--- src/rtl/cnu_min_sum.sv ---
// ---------------------------------------------------------------------------
// cnu_min_sum -- Check Node Unit for an LDPC min-sum decoder.
//
// Takes the DEG variable-to-check messages of one check node. Returns DEG
// check-to-variable messages and the check parity bit, with one registered
// stage. Each output lane carries extrinsic information: its magnitude and
// sign are formed from every lane except its own.
//
// Parameters:
//   DEG    check-node degree (number of lanes)
//   IN_W   input message width, sign-magnitude ([IN_W-1] = sign)
//   OUT_W  output message width, sign-magnitude ([OUT_W-1] = sign)
//
// Ports:
//   clk    rising-edge clock
//   rst    synchronous reset, active-high; clears Y and p_bit
//   en     update enable; 0 holds Y and p_bit and ignores X
//   X      packed input messages, lane i = X[i]
//   Y      packed output messages, lane i = Y[i] (registered)
//   p_bit  XOR of all input sign bits (registered)
//
// Interface: there is no valid/ready handshake. A new message set is
// accepted on every cycle with en=1, and the result appears after that edge.
//
// Build option:
//   CNU_OFFSET_EN  when defined, offset min-sum is used. Each selected
//                  magnitude is reduced by 1 (floored at 0) before
//                  saturation. When undefined, plain min-sum is used.
// ---------------------------------------------------------------------------
module cnu_min_sum #(
  parameter int DEG   = 6,
  parameter int IN_W  = 6,
  parameter int OUT_W = 5
) (
  input  logic                        clk,
  input  logic                        rst,
  input  logic                        en,
  input  logic [DEG-1:0][IN_W-1:0]    X,
  output logic [DEG-1:0][OUT_W-1:0]   Y,
  output logic                        p_bit
);

  localparam int MAG_IN_W  = IN_W - 1;
  localparam int MAG_OUT_W = OUT_W - 1;
  localparam int MAX_OUT   = (1 << MAG_OUT_W) - 1;
  localparam int IDX_W     = (DEG > 1) ? $clog2(DEG) : 1;

  logic [DEG-1:0]                s;
  logic [DEG-1:0][MAG_IN_W-1:0]  m;
  logic                          p;
  logic [MAG_IN_W-1:0]           min1;
  logic [MAG_IN_W-1:0]           min2;
  logic [IDX_W-1:0]              idx;
  logic [DEG-1:0][OUT_W-1:0]     y_next;

  // Split each lane into its sign and magnitude, and form the check parity.
  always_comb begin
    p = 1'b0;
    for (int i = 0; i < DEG; i++) begin
      s[i] = X[i][IN_W-1];
      m[i] = X[i][MAG_IN_W-1:0];
      p    = p ^ s[i];
    end
  end

  // Find the two smallest magnitudes with a single scan.
  // A strict '<' against min1 keeps idx on the lowest lane that holds the
  // minimum. A later equal value falls through to the min2 update, so a
  // repeated minimum yields min2 == min1.
  always_comb begin
    min1 = m[0];
    min2 = {MAG_IN_W{1'b1}};
    idx  = '0;
    for (int i = 1; i < DEG; i++) begin
      if (m[i] < min1) begin
        min2 = min1;
        min1 = m[i];
        idx  = IDX_W'(i);
      end else if (m[i] < min2) begin
        min2 = m[i];
      end
    end
  end

  // Per-lane extrinsic magnitude, optional offset, saturation and sign.
  always_comb begin
    logic [MAG_IN_W-1:0] mag;
    y_next = '0;
    for (int i = 0; i < DEG; i++) begin
      mag = (IDX_W'(i) == idx) ? min2 : min1;
`ifdef CNU_OFFSET_EN
      mag = (mag != '0) ? (mag - MAG_IN_W'(1)) : '0;
`endif
      // Saturate to the largest output magnitude instead of wrapping.
      if (mag > MAG_IN_W'(MAX_OUT)) begin
        y_next[i][MAG_OUT_W-1:0] = {MAG_OUT_W{1'b1}};
      end else begin
        y_next[i][MAG_OUT_W-1:0] = mag[MAG_OUT_W-1:0];
      end
      // XOR of all the other lanes' signs. The sign is kept even when the
      // magnitude is zero, so negative zero is a valid output.
      y_next[i][OUT_W-1] = p ^ s[i];
    end
  end

  // Output register. Reset takes priority over enable.
  always_ff @(posedge clk) begin
    if (rst) begin
      Y     <= '0;
      p_bit <= 1'b0;
    end else if (en) begin
      Y     <= y_next;
      p_bit <= p;
    end
  end

endmodule

--- config.mk ---
export PLATFORM = sky130hd
export DESIGN_NAME = cnu_min_sum
export DESIGN_NICKNAME = d
export VERILOG_FILES = /design/src/rtl/cnu_min_sum.sv
export SDC_FILE = /design/constraint.sdc
export NUM_CORES = 1
export LEC_CHECK = 0
export CAP_MARGIN = 20
export CORE_ASPECT_RATIO = 0.5
export CORE_MARGIN = 3
export CORE_UTILIZATION = 35
export DETAILED_ROUTE_END_ITERATION = 10
export PLACE_DENSITY_LB_ADDON = 0.15
export SYNTH_ARGS = -nofsm -noshare
export SYNTH_HDL_FRONTEND = slang
export SYNTH_SLANG_ARGS = --single-unit
--- constraint.sdc ---
create_clock -name clk -period 23.8 [get_ports clk]
set_input_delay 4.76 -clock clk [delete_from_list [all_inputs] [get_ports clk]]
set_output_delay 4.76 -clock clk [all_outputs]
set_load 0.02 [all_outputs]
==> summary.md, run 1 <==
| Metric | Value |
|---|---|
| Peak VDD IR | `0.0349 mV` |
| CP Launch Type | `primary input` |
| Unique masters post-synth | `82` |
| Status | `completed` |
| Root Buffer | `clkbuf_16` |
| Clock Sinks | `31` |
| Top cell by count, worst path | `ha_1` |
| RSZ-0062 raised after global routing | `no` |
| Fin util | `0.445` |
| Multi-input gate area in the final layout | `3210 µm²` |
| Slew HR | `0.333` |
| Worst-path clk slew | `60 ps` |
| Power Dens Cells | `104 nW/µm²` |
| Site Rows | `27` |
| Critical Path Fanout Max | `20` |
| CTS max path bufs | `2` |
| Fin nets | `651` |
| Total GRT Usage | `0.198` |
| Cells after Synth | `531` |
| Leak | `roughly 0.0020 µW` |
| Net count after synthesis | `597` |
| Final period utilization | `0.620` |
| Initial DRC count | `about 280` |
| Largest stage delay, worst path | `810 ps` |
| First-pass GRT wire length | `20.7 mm` |
| Largest net degree at the start of global routing | `41` |
| Chip height | `81.9 µm` |
| Main synth FF type | `dfxtp_1` |
| Synth Register Bits | `31` |
| Worst Max-Slew Pin Slew | `997 ps` |
| Fmax | `a little under 0.07 GHz` |
| Register area | `621 µm²` |
| Post-detail-place hpwl | `roughly 10 mm` |
| Min cycle time layout | `14760 ps` |
| Area Overhead vs Synth | `22.6%` |
| Max H-tree Level | `2` |
| Initial antenna violation count | `0` |
| Critical path arrival | `14890 ps` |
| Critical Path End Type | `flip-flop` |
| TNS Setup | `0 ps` |
| Final hold violations | `0` |
| Share of layout cells above drive strength 1 | `0.0853` |
| Vias in the first global route | `4012` |
| Synth Warn # | `0` |
| Post-synth top cells | `79 x nor2_1, 42 x a21oi_1, 39 x nand2_1` |
| Hold Path Class | `flip-flop to flip-flop` |
| Synth area leaders | `dfxtp_1 15%, ha_1 8.4%, nor2_1 7.4%` |
| Drt wl/cell | `17.8 µm` |
| Cell area after synthesis | `4030 µm²` |
| Post-route ant nets | `0` |
| I/O Pins | `70` |
| Sequential fraction of the synthesis area | `0.154` |
| Avg Inst Size Synth | `approximately 7.6 µm²` |
| Gp weighted congestion | `between 0.8 and 0.9` |
| GRT Residual Overflow | `0` |
| IO Port Bufs | `about 70` |
| Initial core utilization | `0.363` |
| Asr flop ratio synth | `0` |
| Max-cap violations | `0` |
| Req. time, crit path | `23930 ps` |
| FILL cells | `1132` |
| Placeable Area | `roughly 11000 µm²` |
| CTS Hold Bufs | `0` |
| Fin worst setup slack | `9040 ps` |
| Residual DRC count | `0` |
| Worst skew pair latency | `280 ps` |
| Yosys top cell by area | `dfxtp_1` |
| Number of flops mapped to enable cells by yosys | `0` |
| TritonCTS clock tree | `built` |
| Synth top area share | `0.154` |
| Cells after DPL | `roughly 720` |
| Final Non-Filler Cells | `roughly 730` |
| Detailed Routing Iterations Pass 1 | `5` |
| Crit path kind | `primary input to flip-flop` |
| Pre-CTS setup slack | `8730 ps` |
| Drt via density | `5.93` |
| Die footprint | `12900 µm²` |
| Final Setup Violations | `0` |
| Antenna Cells | `0` |
| Crit-path slowest cell | `o41ai_4` |
| Vias | `4337` |
| Worst clock skew | `0 ps` |
| Most common cell in the netlist | `nor2_1` |
| Post-CTS sizing | `0` |
| Slew Viols, Final | `0` |
| Final wirelength | `13.0 mm` |
| CTS Buf Count | `5` |
| Setup bufs post-CTS | `0` |
| Die width | `between 150 and 200 µm` |
==> area by class of cell <==
| class | instances | area share |
|---|---|---|
| Clock buffer | 6 | 0.0261 |
| Inverter | 19 | 0.0144 |
| Clock inverter | 2 | 0.00253 |
| Sequential cell | 31 | 0.126 |
| Tap cell | 145 | 0.0367 |
| Multi-Input combinational cell | 455 | 0.649 |
| Timing Repair Buffer | 73 | 0.146 |
==> metal layers <==
metal  part of all wire  GRT usage  vias to the layer above  wire [µm]
li1                   -          -                     2160          -
met1               0.49      0.275                     2038       6430
met2               0.44      0.335                      126       5760
met3              0.055     0.0221                       13        713
met4              0.010     0.0390                        0        130
met5                  0          0                        -          0
==> critical path, delay by kind of cell <==
kind                     cells  cell delay [ps]
multiplexers                 1              470
adder cells (fa/ha/maj)      5             1540
buffers and inverters        7             1600
AO/OA/AOI/OAI               21             6000
AND/OR/NAND/NOR              2              510
==> state kept, by name, indices dropped and copies added (netlist names) <==
register and cells:
p_bit 1, Y 30
==> worst paths after layout <==
kind,startpoint,cells past startpoint,to,slack (ps)
setup / recovery,X[2],36,Y[21]$_SDFFE_PP0P_,9040
hold / removal,Y[25]$_SDFFE_PP0P_,2,Y[25]$_SDFFE_PP0P_,490
setup reg to reg,Y[8]$_SDFFE_PP0P_,3,Y[8]$_SDFFE_PP0P_,22750
hold reg to reg,Y[25]$_SDFFE_PP0P_,2,Y[25]$_SDFFE_PP0P_,490
==> cells in the final DEF, fill, tap and decap left out, drive strengths merged, types with 9 or more instances in the layout <==
cell,synthesis,routed
mux2i,18,18
a21oi,47,47
nor2,79,79
nand2,40,40
nor4,9,9
o211ai,16,16
o21ai,26,26
clkdlybuf4s50,0,69
a211oi,14,14
and2,10,10
ha,27,27
inv,19,19
a21o,13,13
dfxtp,31,31
o21a,10,10
==> kinds of logic after synthesis <==
group / synth area share
buffers and inverters: 0.0509
and+or+nand+nor: 0.204
AOI/OAI and AO/OA: 0.417
xor gates and xnor gates: 0.0261
muxes: 0.0558
DFF: 0.154
adders and majority gates: 0.0921
==> power breakdown <==
part | leakage [µW] | total [µW] | switching [µW] | internal [µW]
Clock | 0.0000669 | 62.8 | 24.2 | 38.6
Sequential | 0.000259 | 74.6 | 7.83 | 66.8
Combinational | 0.00163 | 374 | 235 | 139
Total | 0.00196 | 512 | 267 | 244
==> stage by stage <==
step	hold WS, ps	total power [µW]	area [µm²]
floorplan	556	346	4030
global placement	476	443	4790
detailed placement	482	443	4790
CTS	490	508	4930
global route	509	553	4940
finish	487	512	4940
Note: power is estimated with default switching activity, not from simulation.
==> inputs of run 2 (changes only) <==
==> constraint.sdc (replaced) <==
create_clock -name clk -period 14.4 [get_ports clk]
set_input_delay 2.88 -clock clk [delete_from_list [all_inputs] [get_ports clk]]
set_output_delay 2.88 -clock clk [all_outputs]
set_load 0.02 [all_outputs]
==> summary.md, run 2 (synthesis results as in run 1) <==
| Metric | Value |
|---|---|
| RSZ-0062 raised after global routing | `no` |
| Crit path kind | `primary input to flip-flop` |
| Antenna Cells | `0` |
| Crit-path slowest cell | `o41ai_4` |
| Final wirelength | `13.1 mm` |
| Worst Max-Slew Pin Slew | `956 ps` |
| Final Setup Violations | `0` |
| First-pass GRT wire length | `21.0 mm` |
| Die width | `158 µm` |
| Final Non-Filler Cells | `731` |
| Peak VDD IR | `0.0632 mV` |
| Logic pwr share | `0.730` |
| Placeable Area | `11100 µm²` |
| Residual DRC count | `0` |
| Switching Power | `444 µW` |
| Worst r2r src | `Y[8]$_SDFFE_PP0P_` |
| Fin nets | `651` |
| Worst-path clk slew | `50 ps` |
| Post-detail-place hpwl | `approximately 10 mm` |
| Critical Path Fanout Max | `20` |
| CTS max path bufs | `2` |
| Detailed Routing Iterations Pass 1 | `5` |
| Total power | `approximately 850 µW` |
| Final hold violations | `0` |
| Slew Viols, Final | `0` |
| Root Buffer | `clkbuf_16` |
| Clock power share | `0.125` |
| Top cell by count, worst path | `ha_1` |
| Largest Register | `Y` |
| Largest stage delay, worst path | `780 ps` |
| FILL cells | `1126` |
| Chip height | `81.9 µm` |
| Commonest non-fill, non-tap cell in the layout | `nor2_1` |
| CP Launch Type | `primary input` |
| Max H-tree Level | `2` |
| Crit. Startpoint | `X[2]` |
| Worst Hold Launch | `Y[21]$_SDFFE_PP0P_` |
| Initial DRC count | `289` |
| DP Area | `4790 µm²` |
| Hold path depth | `2` |
| CTS Hold Bufs | `0` |
| I/O Pins | `70` |
| Initial antenna violation count | `0` |
| Switching share of total power | `0.523` |
| Setup bufs post-CTS | `0` |
| Clock Sinks | `31` |
| Sequential fraction of design power | `0.145` |
| Worst skew pair latency | `280 ps` |
| Largest net degree at the start of global routing | `41` |
| Critical Path End Type | `flip-flop` |
| Total GRT Usage | `0.200` |
| Post-route ant nets | `0` |
| Max reg flops | `30` |
| Drt via density | `slightly below 6` |
| Vias in the first global route | `4031` |
| Req. time, crit path | `14530 ps` |
| Initial core utilization | `0.363` |
| Final period utilization | `0.895` |
| Worst reg2reg path depth | `3` |
| Critical path arrival | `13020 ps` |
| Most frequent cells in the layout | `79 x nor2_1, 69 x clkdlybuf4s50_1, 42 x a21oi_1` |
| Drt wl/cell | `between 15 and 20 µm` |
| Fmax | `0.0776 GHz` |
| Share of layout cells above drive strength 1 | `0.0853` |
| Largest regs | `Y (30), p_bit (1)` |
| Status | `completed` |
| Max-cap violations | `0` |
| P_int | `404 µW` |
| TNS Setup | `0 ps` |
| Cells after DPL | `722` |
| Gp weighted congestion | `0.903` |
| GRT Residual Overflow | `0` |
| Slew HR | `0.360` |
| IO Port Bufs | `69` |
| Vias | `between 4000 and 5000` |
| Min cycle time layout | `12890 ps` |
| Power Dens Cells | `172 nW/µm²` |
| Worst clock skew | `0 ps` |
| Post-CTS sizing | `0` |
| Site Rows | `27` |
| Die footprint | `around 13000 µm²` |
| Area Overhead vs Synth | `22.6%` |
| Cell area after layout | `4940 µm²` |
| Leak | `~0.002 µW` |
| CTS Buf Count | `5` |
| Hold Path Class | `flip-flop to flip-flop` |
| TritonCTS clock tree | `built` |
[run 2: cell counts in the layout (fill, tap and decap cells not counted)]
No cell type changed its count.
[run 2: worst paths after layout]
kind / endpoint / slack [ps]
worst min-delay path: Y[21]$_SDFFE_PP0P_ / 480
worst max-delay path: Y[22]$_SDFFE_PP0P_ / 1510
worst min register to register: Y[21]$_SDFFE_PP0P_ / 480
worst max register to register: Y[8]$_SDFFE_PP0P_ / 13360
[run 2: worst max-delay path: cells and delay by family]
family	cells	cell delay [ps]
adder cells (fa/ha/maj)	5	1530
AND/OR/NAND/NOR	2	510
buffers and inverters	7	1600
multiplexers	1	460
AO/OA/AOI/OAI	21	6030
[run 2: through the flow]
| step | hold slack [ps] | util | setup WS (ps) |
|---|---|---|---|
| 3_3_place_gp | 476 | 0.431 | 1290 |
| 4_1_cts | 492 | 0.444 | 1490 |
| 3_5_place_dp | 482 | 0.431 | 1200 |
| 5_1_grt | 510 | 0.445 | 724 |
| 2_1_floorplan | 556 | - | 3190 |
| 6_report | 485 | 0.445 | 1510 |
[run 2: area by class of cell]
| type | count | area, µm² | area share |
|---|---|---|---|
| Sequential cell | 31 | 621 | 0.126 |
| Tap cell | 145 | 181 | 0.0367 |
| Timing Repair Buffer | 73 | 721 | 0.146 |
| Clock inverter | 2 | 12.5 | 0.00253 |
| Clock buffer | 6 | 129 | 0.0261 |
| Inverter | 19 | 71.3 | 0.0144 |
| Multi-Input combinational cell | 455 | 3210 | 0.649 |
[run 2: power by group through the flow]
stage | registers (µW) | logic [µW] | clock network (µW)
after floorplan | 153 | 418 | 0
after global placement | 125 | 608 | 0
after detailed placement | 125 | 608 | 0
after CTS | 124 | 611 | 107
after global routing | 126 | 678 | 111
final | 123 | 619 | 106
[run 2: per-layer routing]
metal	global-route usage	up-vias	wire [µm]
met5	0	-	0
met1	0.276	2056	6420
li1	-	2156	-
met2	0.334	128	5900
met4	0.0407	0	157
met3	0.0274	13	669
==> inputs of run 3 (changes only) <==
--- a/config.mk
+++ b/config.mk
@@ -11,6 +11,7 @@
 export CORE_UTILIZATION = 35
 export DETAILED_ROUTE_END_ITERATION = 10
 export PLACE_DENSITY_LB_ADDON = 0.15
+export SLEW_MARGIN = 20
 export SYNTH_ARGS = -nofsm -noshare
 export SYNTH_HDL_FRONTEND = slang
 export SYNTH_SLANG_ARGS = --single-unit
==> summary.md, run 3 (synthesis results as in run 1) <==
| Metric | Value |
|---|---|
| Initial antenna violation count | `0` |
| Fin util | `0.444` |
| Fin nets | `650` |
| Logic pwr share | `0.730` |
| Worst skew pair latency | `280 ps` |
| Worst r2r src | `Y[8]$_SDFFE_PP0P_` |
| Power Dens Cells | `172 nW/µm²` |
| FF-to-FF End | `Y[8]$_SDFFE_PP0P_` |
| Max H-tree Level | `2` |
| Most frequent cells in the layout | `79 x nor2_1, 69 x clkdlybuf4s50_1, 42 x a21oi_1` |
| Critical Path End Type | `flip-flop` |
| Final Non-Filler Cells | `730` |
| Chip height | `81.9 µm` |
| Leak | `0.00196 µW` |
| Detailed Routing Iterations Pass 1 | `5` |
| Switching Power | `447 µW` |
| Final Setup Violations | `0` |
| Largest regs | `Y (30), p_bit (1)` |
| Cell area after layout | `between 4000 and 5000 µm²` |
| Hold Path Class | `flip-flop to flip-flop` |
| Fmax | `slightly below 0.08 GHz` |
| Max reg flops | `30` |
| RSZ-0062 raised after global routing | `no` |
| CTS Buf Count | `5` |
| Initial core utilization | `0.363` |
| Initial DRC count | `295` |
| Vias in the first global route | `4031` |
| Total GRT Usage | `0.200` |
| Clock Sinks | `31` |
| Drt via density | `approximately 6` |
| Gp weighted congestion | `between 0.9 and 1` |
| Site Rows | `27` |
| Largest Register | `Y` |
| Slew HR | `0.366` |
| CP Launch Type | `primary input` |
| I/O Pins | `70` |
| Post-route ant nets | `0` |
| Final period utilization | `0.888` |
| Worst Setup EP | `Y[22]$_SDFFE_PP0P_` |
| IO Port Bufs | `69` |
| Switching share of total power | `0.526` |
| Die width | `158 µm` |
| Root Buffer | `clkbuf_16` |
| Post-detail-place hpwl | `10.1 mm` |
| Min cycle time layout | `12790 ps` |
| Commonest non-fill, non-tap cell in the layout | `nor2_1` |
| Vias | `4353` |
| First-pass GRT wire length | `21.0 mm` |
| Final hold violations | `0` |
| Worst-path clk slew | `60 ps` |
| Worst reg2reg path depth | `3` |
| Largest net degree at the start of global routing | `41` |
| Area Overhead vs Synth | `22.5%` |
| Crit-path slowest cell | `o41ai_4` |
| Largest stage delay, worst path | `around 800 ps` |
| TritonCTS clock tree | `built` |
| Post-CTS sizing | `0` |
| Final wirelength | `13.3 mm` |
| Peak VDD IR | `0.0636 mV` |
| Share of layout cells above drive strength 1 | `0.0855` |
| Critical Path Fanout Max | `20` |
| Total power | `849 µW` |
| Status | `completed` |
| Top cell by count, worst path | `ha_1` |
| Setup bufs post-CTS | `0` |
| Crit path kind | `primary input to flip-flop` |
| Cells after DPL | `722` |
| Max-cap violations | `0` |
| GRT Residual Overflow | `0` |
| R2R Setup Slk | `between 10000 and 15000 ps` |
| Sequential fraction of design power | `0.145` |
| CTS max path bufs | `2` |
| Placeable Area | `between 10000 and 15000 µm²` |
| Drt wl/cell | `18.2 µm` |
| Antenna Cells | `0` |
| Die footprint | `12900 µm²` |
| P_int | `403 µW` |
| Worst clock skew | `0 ps` |
| Residual DRC count | `0` |
| Crit. Startpoint | `X[2]` |
| TNS Setup | `0 ps` |
| FILL cells | `1130` |
| CTS Hold Bufs | `0` |
| Critical path arrival | `12920 ps` |
| Req. time, crit path | `14530 ps` |
| Clock power share | `0.125` |
| Slew Viols, Final | `0` |
| DP Area | `4790 µm²` |
| Worst Max-Slew Pin Slew | `949 ps` |
-- run 3: layout make-up --
cell class	count	area, µm²	share of cell area
Multi-Input combinational cell	455	3210	0.650
Timing Repair Buffer	72	713	0.144
Inverter	19	71.3	0.0144
Tap cell	145	181	0.0367
Clock inverter	2	12.5	0.00253
Sequential cell	31	621	0.126
Clock buffer	6	129	0.0261
-- run 3: how the worst min path moves through the flow --
| stage | slack, ps | depth (start not counted) | startpoint | endpoint |
|---|---|---|---|---|
| CTS | 490 | 2 | Y[21]$_SDFFE_PP0P_ | Y[21]$_SDFFE_PP0P_ |
| global placement | 480 | 2 | Y[24]$_SDFFE_PP0P_ | Y[24]$_SDFFE_PP0P_ |
| global route | 510 | 2 | Y[21]$_SDFFE_PP0P_ | Y[21]$_SDFFE_PP0P_ |
| floorplan | 560 | 2 | Y[26]$_SDFFE_PP0P_ | Y[26]$_SDFFE_PP0P_ |
| finish | 480 | 2 | Y[21]$_SDFFE_PP0P_ | Y[21]$_SDFFE_PP0P_ |
| detailed placement | 480 | 2 | Y[4]$_SDFFE_PP0P_ | Y[4]$_SDFFE_PP0P_ |
-- run 3: per-layer routing --
| metal | global-route usage | vias to the layer above | share of wire |
|---|---|---|---|
| met2 | 0.334 | 152 | 0.45 |
| met1 | 0.276 | 2036 | 0.49 |
| met4 | 0.0407 | 0 | 0.012 |
| met5 | 0 | - | 0 |
| met3 | 0.0274 | 13 | 0.052 |
| li1 | - | 2152 | - |
-- run 3: critical path, delay by kind of cell --
family / cells / cell delay, ps
AND/OR/NAND/NOR: 2 / 510
multiplexers: 1 / 460
adder cells (fa/ha/maj): 5 / 1530
buffers and inverters: 6 / 1350
AO/OA/AOI/OAI: 21 / 6170
-- run 3: power by group through the flow --
stage | registers, µW | clock network (µW) | logic (µW)
floorplan | 153 | 0 | 418
global placement | 125 | 0 | 608
detailed placement | 125 | 0 | 608
CTS | 124 | 107 | 611
global route | 126 | 111 | 677
finish | 123 | 106 | 620
-- run 3: stage by stage --
stage	worst slack [ps]	hold WS (ps)
final	1610	485
after global routing	878	510
after CTS	1490	492
after detailed placement	1200	482
after global placement	1290	476
after floorplan	3190	556
==> RTL edit 1, RTL diff (config.mk and constraints of run 3) <==
Reset style: asynchronous (`rst`), changed in one clocked block. Comments in the files are not updated.
--- a/src/rtl/cnu_min_sum.sv
+++ b/src/rtl/cnu_min_sum.sv
@@ -106,3 +106,3 @@
   // Output register. Reset takes priority over enable.
-  always_ff @(posedge clk) begin
+  always_ff @(posedge clk or posedge rst) begin
     if (rst) begin
Formal check against the unedited RTL: differs if rst is asserted again (counterexample within 4 cycles, from zero or initial values and one cycle with rst high); with rst held inactive, the same outputs for 10 cycles.
==> RTL edit 1 against run 3 <==
Cell area decreased by 1.6%. Utilization up 1.8 points. Worst setup slack gained 210 ps. Sequential cell count unchanged. Critical endpoint is now Y[8]. Area after synthesis decreased by 3.8%. Power up 8.1%. Global-route usage decreased by 0.84 points. First-iteration DRC count decreased by 8.1%. Highest routed layer unchanged. Clock power fell by 5%. Critical path type unchanged. Die area shrank 3.5%. Count of clock-buffer cells in the layout unchanged. Routed wire length fell by 12%.
==> RTL edit 1: results (changes against run 3) <==
Min-Delay Path Depth 1 (-1); Placer Congestion 0.901 (-0.19%); Unique masters post-synth 71 (-13%); Rel. slew slack 0.336 (-0.0299); CP Max Fanout 21 (+5.0%); fin nets 630 (-3.1%); met3 routed WL 644 um (-6.9%); Synth Area in Compound Gates 0.352 (-0.0650); Tightest Hold Check Type reg -> reg; initial DRC count 271 (-8.1%); vias in the first global route 3895 (-3.4%); sequential fraction of the synthesis area 0.200 (+0.0460); Vias 4072 (-6.5%); Fmax 79.5 MHz (+1.7%); Int Pwr 456 uW (+13%); xor/xnor cell area share of the yosys netlist 0.0226 (-0.00350); status complete, no violations; beginning of the worst hold path Y[9]; P_leak 1.89 nW (-3.1%); M2 GR Usage 0.295 (-0.0392); Fillers 1055 (-6.6%); Worst Hold Path EP Y[9]; syn_nets 569 (-4.7%); Post-Synth Adder-Cell Area 0.0870 (-0.00511); Hold Slack 500 ps (+15.3 ps); CP peak stage delay 810 ps (+30 ps); largest net degree at the start of global routing 40 (-2.4%); synth top area cells dfrtp_1 20%, ha_1 8.7%, nor2_1 6.3%; placed instance area 4700 um2 (-1.9%); multiplexer share of the synthesized area 0.0732 (+0.0173); internal reg-to-reg setup slack 13580 ps (+230 ps); Post-synth top cells 65 x nor2_1, 43 x a21oi_1, 43 x nand2_1; hpwl dp 9340 um (-7.3%); layout cells sized above 1 0.0957 (+0.0103); worst r2r path cells 2 (-1); global-route wire length before repair 19700 um (-6.1%); GRT Total Usage 0.191 (-0.00843); Met2 Wirelength 5090 um (-14%); vias per inst 5.78 (-3.0%); VDD IR max 0.0665 mV (+4.5%); Clock Latency Late Sink 260 ps (-20 ps); met1 Use GR 0.285 (+0.00882)
-- RTL edit 1: cell count changes in the layout (fill, tap and decap cells not counted), sizes merged, moves of 9 or more --
cell    delta
dfrtp     +31
dfxtp     -31
nor2      -14
nor3      +12
a31oi     +11
o211ai    -11
a21o       -9
-- RTL edit 1: power groups by stage --
stage	logic [mW]	registers, mW	clock network [mW]
3_3_place_gp	0.667	0.143	0
5_1_grt	0.748	0.148	0.108
2_1_floorplan	0.425	0.185	0
4_1_cts	0.670	0.143	0.103
6_report	0.674	0.143	0.101
3_5_place_dp	0.666	0.144	0
-- RTL edit 1: layout make-up --
| cell class | count | area [um2] | share of cell area |
|---|---|---|---|
| repair buffers | 73 | 721 | 0.148 |
| multi-input cells | 430 | 2960 | 0.609 |
| flip-flops and latches | 31 | 776 | 0.160 |
| clock buffers | 6 | 139 | 0.0286 |
| inverters | 23 | 86.3 | 0.0178 |
| well taps | 140 | 175 | 0.0361 |
| clock inverters | 1 | 5.00 | 0.00103 |
==> RTL edit 2, RTL diff (settings of run 3) <==
Without the edit above. The parameter `IN_W` goes from 6 to 8.
--- a/src/rtl/cnu_min_sum.sv
+++ b/src/rtl/cnu_min_sum.sv
@@ -31,3 +31,3 @@
   parameter int DEG   = 6,
-  parameter int IN_W  = 6,
+  parameter int IN_W  = 8,
   parameter int OUT_W = 5
Ports: changed (resized X); port bits go from 70 to 82. No check against the original RTL was run, so the function may have changed too.
==> RTL edit 2 against run 3 <==
Register-to-register slack gained 150 ps. Largest cell class unchanged. Die area grew 8.9%. Routed wire length grew 19%. Highest routed layer unchanged. Worst setup slack lost 250 ps. Area after synthesis grew 9.5%. First-iteration DRC count grew 93%. Sequential share of layout area shrank 1.3 points. Power shrank 5.2%. Cell area grew 12%. Cell count grew 16%. Clock power grew 17%. Critical path depth grew 5. Sequential cell count is the same.
==> RTL edit 2: results (changes against run 3) <==
drt total wl 15700 um (+19%); CP peak stage delay 710 ps (-70 ps); hpwl dp 12500 um (+24%); status complete, no violations; I/O Buffers 81 (+17%); largest net degree at the start of global routing 42 (+2.4%); syn_nets 708 (+19%); Worst Path Arrival 13180 ps (+260 ps); P_leak 2.19 nW (+12%); Longest Clk Path Bufs 2 (unchanged); Placer Congestion 0.985 (+9.2%); Inserted Clock Buffers 5 (unchanged); vias in the first global route 4646 (+15%); worst slack, placed 1300 ps (+94.3 ps); GRT Total Usage 0.219 (+0.0196); clock slew at the register clock pins of the worst setup and hold paths roughly 50 ps; fin nets 774 (+19%); Post-synth top cells 85 x nor2_1, 48 x a21oi_1, 48 x nand2_1; Non-Filler Instances 850 (+16%); placed instance area 5360 um2 (+12%); sequential fraction of the synthesis area 0.141 (-0.0133); layout cells sized above 1 0.0686 (-0.0169); Ant. Diodes 0 (unchanged); Tightest Hold Check Type reg -> reg; worst slew pin tran 711 ps (-237 ps); biggest regs Y x30, p_bit x1; global-route wire length before repair 25000 um (+19%); Ys Warns 0 (unchanged); total placed cells including tap cells 842 (+17%); synth top area cells dfxtp_1 14%, ha_1 11%, nor2_1 7.2%; Vias 5042 (+16%); Unique masters post-synth 71 (-13%); initial DRC count 570 (+93%); synthesized instance count 618 (+16%); VDD IR max 0.0588 mV (-7.5%); Post-CTS Setup Repair Bufs 0 (unchanged); drt pass-1 iters 7 (+2); Max stage delay cell, worst path o21ai_0; CP Max Fanout 24 (+20%)
RTL edit 2: cell count changes after synthesis, moves of 9 or more:
cell,before,now
a31oi_1,5,25
inv_1,19,28
nand2_1,39,48
o21ai_0,13,38
nor3_1,2,11
ha_1,27,39
RTL edit 2: worst paths after layout:
path,start,to,slack (ps),depth (start not counted)
worst max-delay path,X[4],Y[2],1360,40
worst min register to register,Y[26],Y[26],480,2
worst min-delay path,Y[26],Y[26],480,2
worst max register to register,Y[13],Y[13],13500,3
RTL edit 2: cells by family (layout without fill, tap and decap cells):
family	after synthesis	count (layout)	synth area share
buffers and inverters	58	125	0.0533
XOR/XNOR	15	15	0.0298
adder cells (fa/ha/maj)	47	47	0.130
multiplexers	27	27	0.0638
AO/OA/AOI/OAI	236	236	0.371
AND/OR/NAND/NOR	204	204	0.212
flip-flops	31	31	0.141
RTL edit 2: layer usage:
layer,vias to the layer above,track usage,share of wire
li1,2462,-,-
met1,2315,0.324,0.48
met2,242,0.346,0.43
met3,23,0.0239,0.078
met4,0,0.0388,0.014
met5,-,0,0
RTL edit 2: cell type report:
cell class	instances	area (um2)
clock buffers	6	139
clock inverters	2	35.0
fillers	1280	6520
inverters	29	109
multi-input cells	529	3560
flip-flops and latches	31	621
well taps	165	206
repair buffers	88	863
RTL edit 2: worst max-delay path, delay by kind of cell:
kind	cells	cell delay, ps
AO/OA/AOI/OAI	20	5930
AND/OR/NAND/NOR	11	1700
adder cells (fa/ha/maj)	5	1630
buffers and inverters	4	980
RTL edit 2: power by group:
group,switching [mW],internal (mW),total [mW]
Sequential,0.00582,0.0973,0.103
Combinational,0.366,0.212,0.578
Clock,0.0378,0.0859,0.124
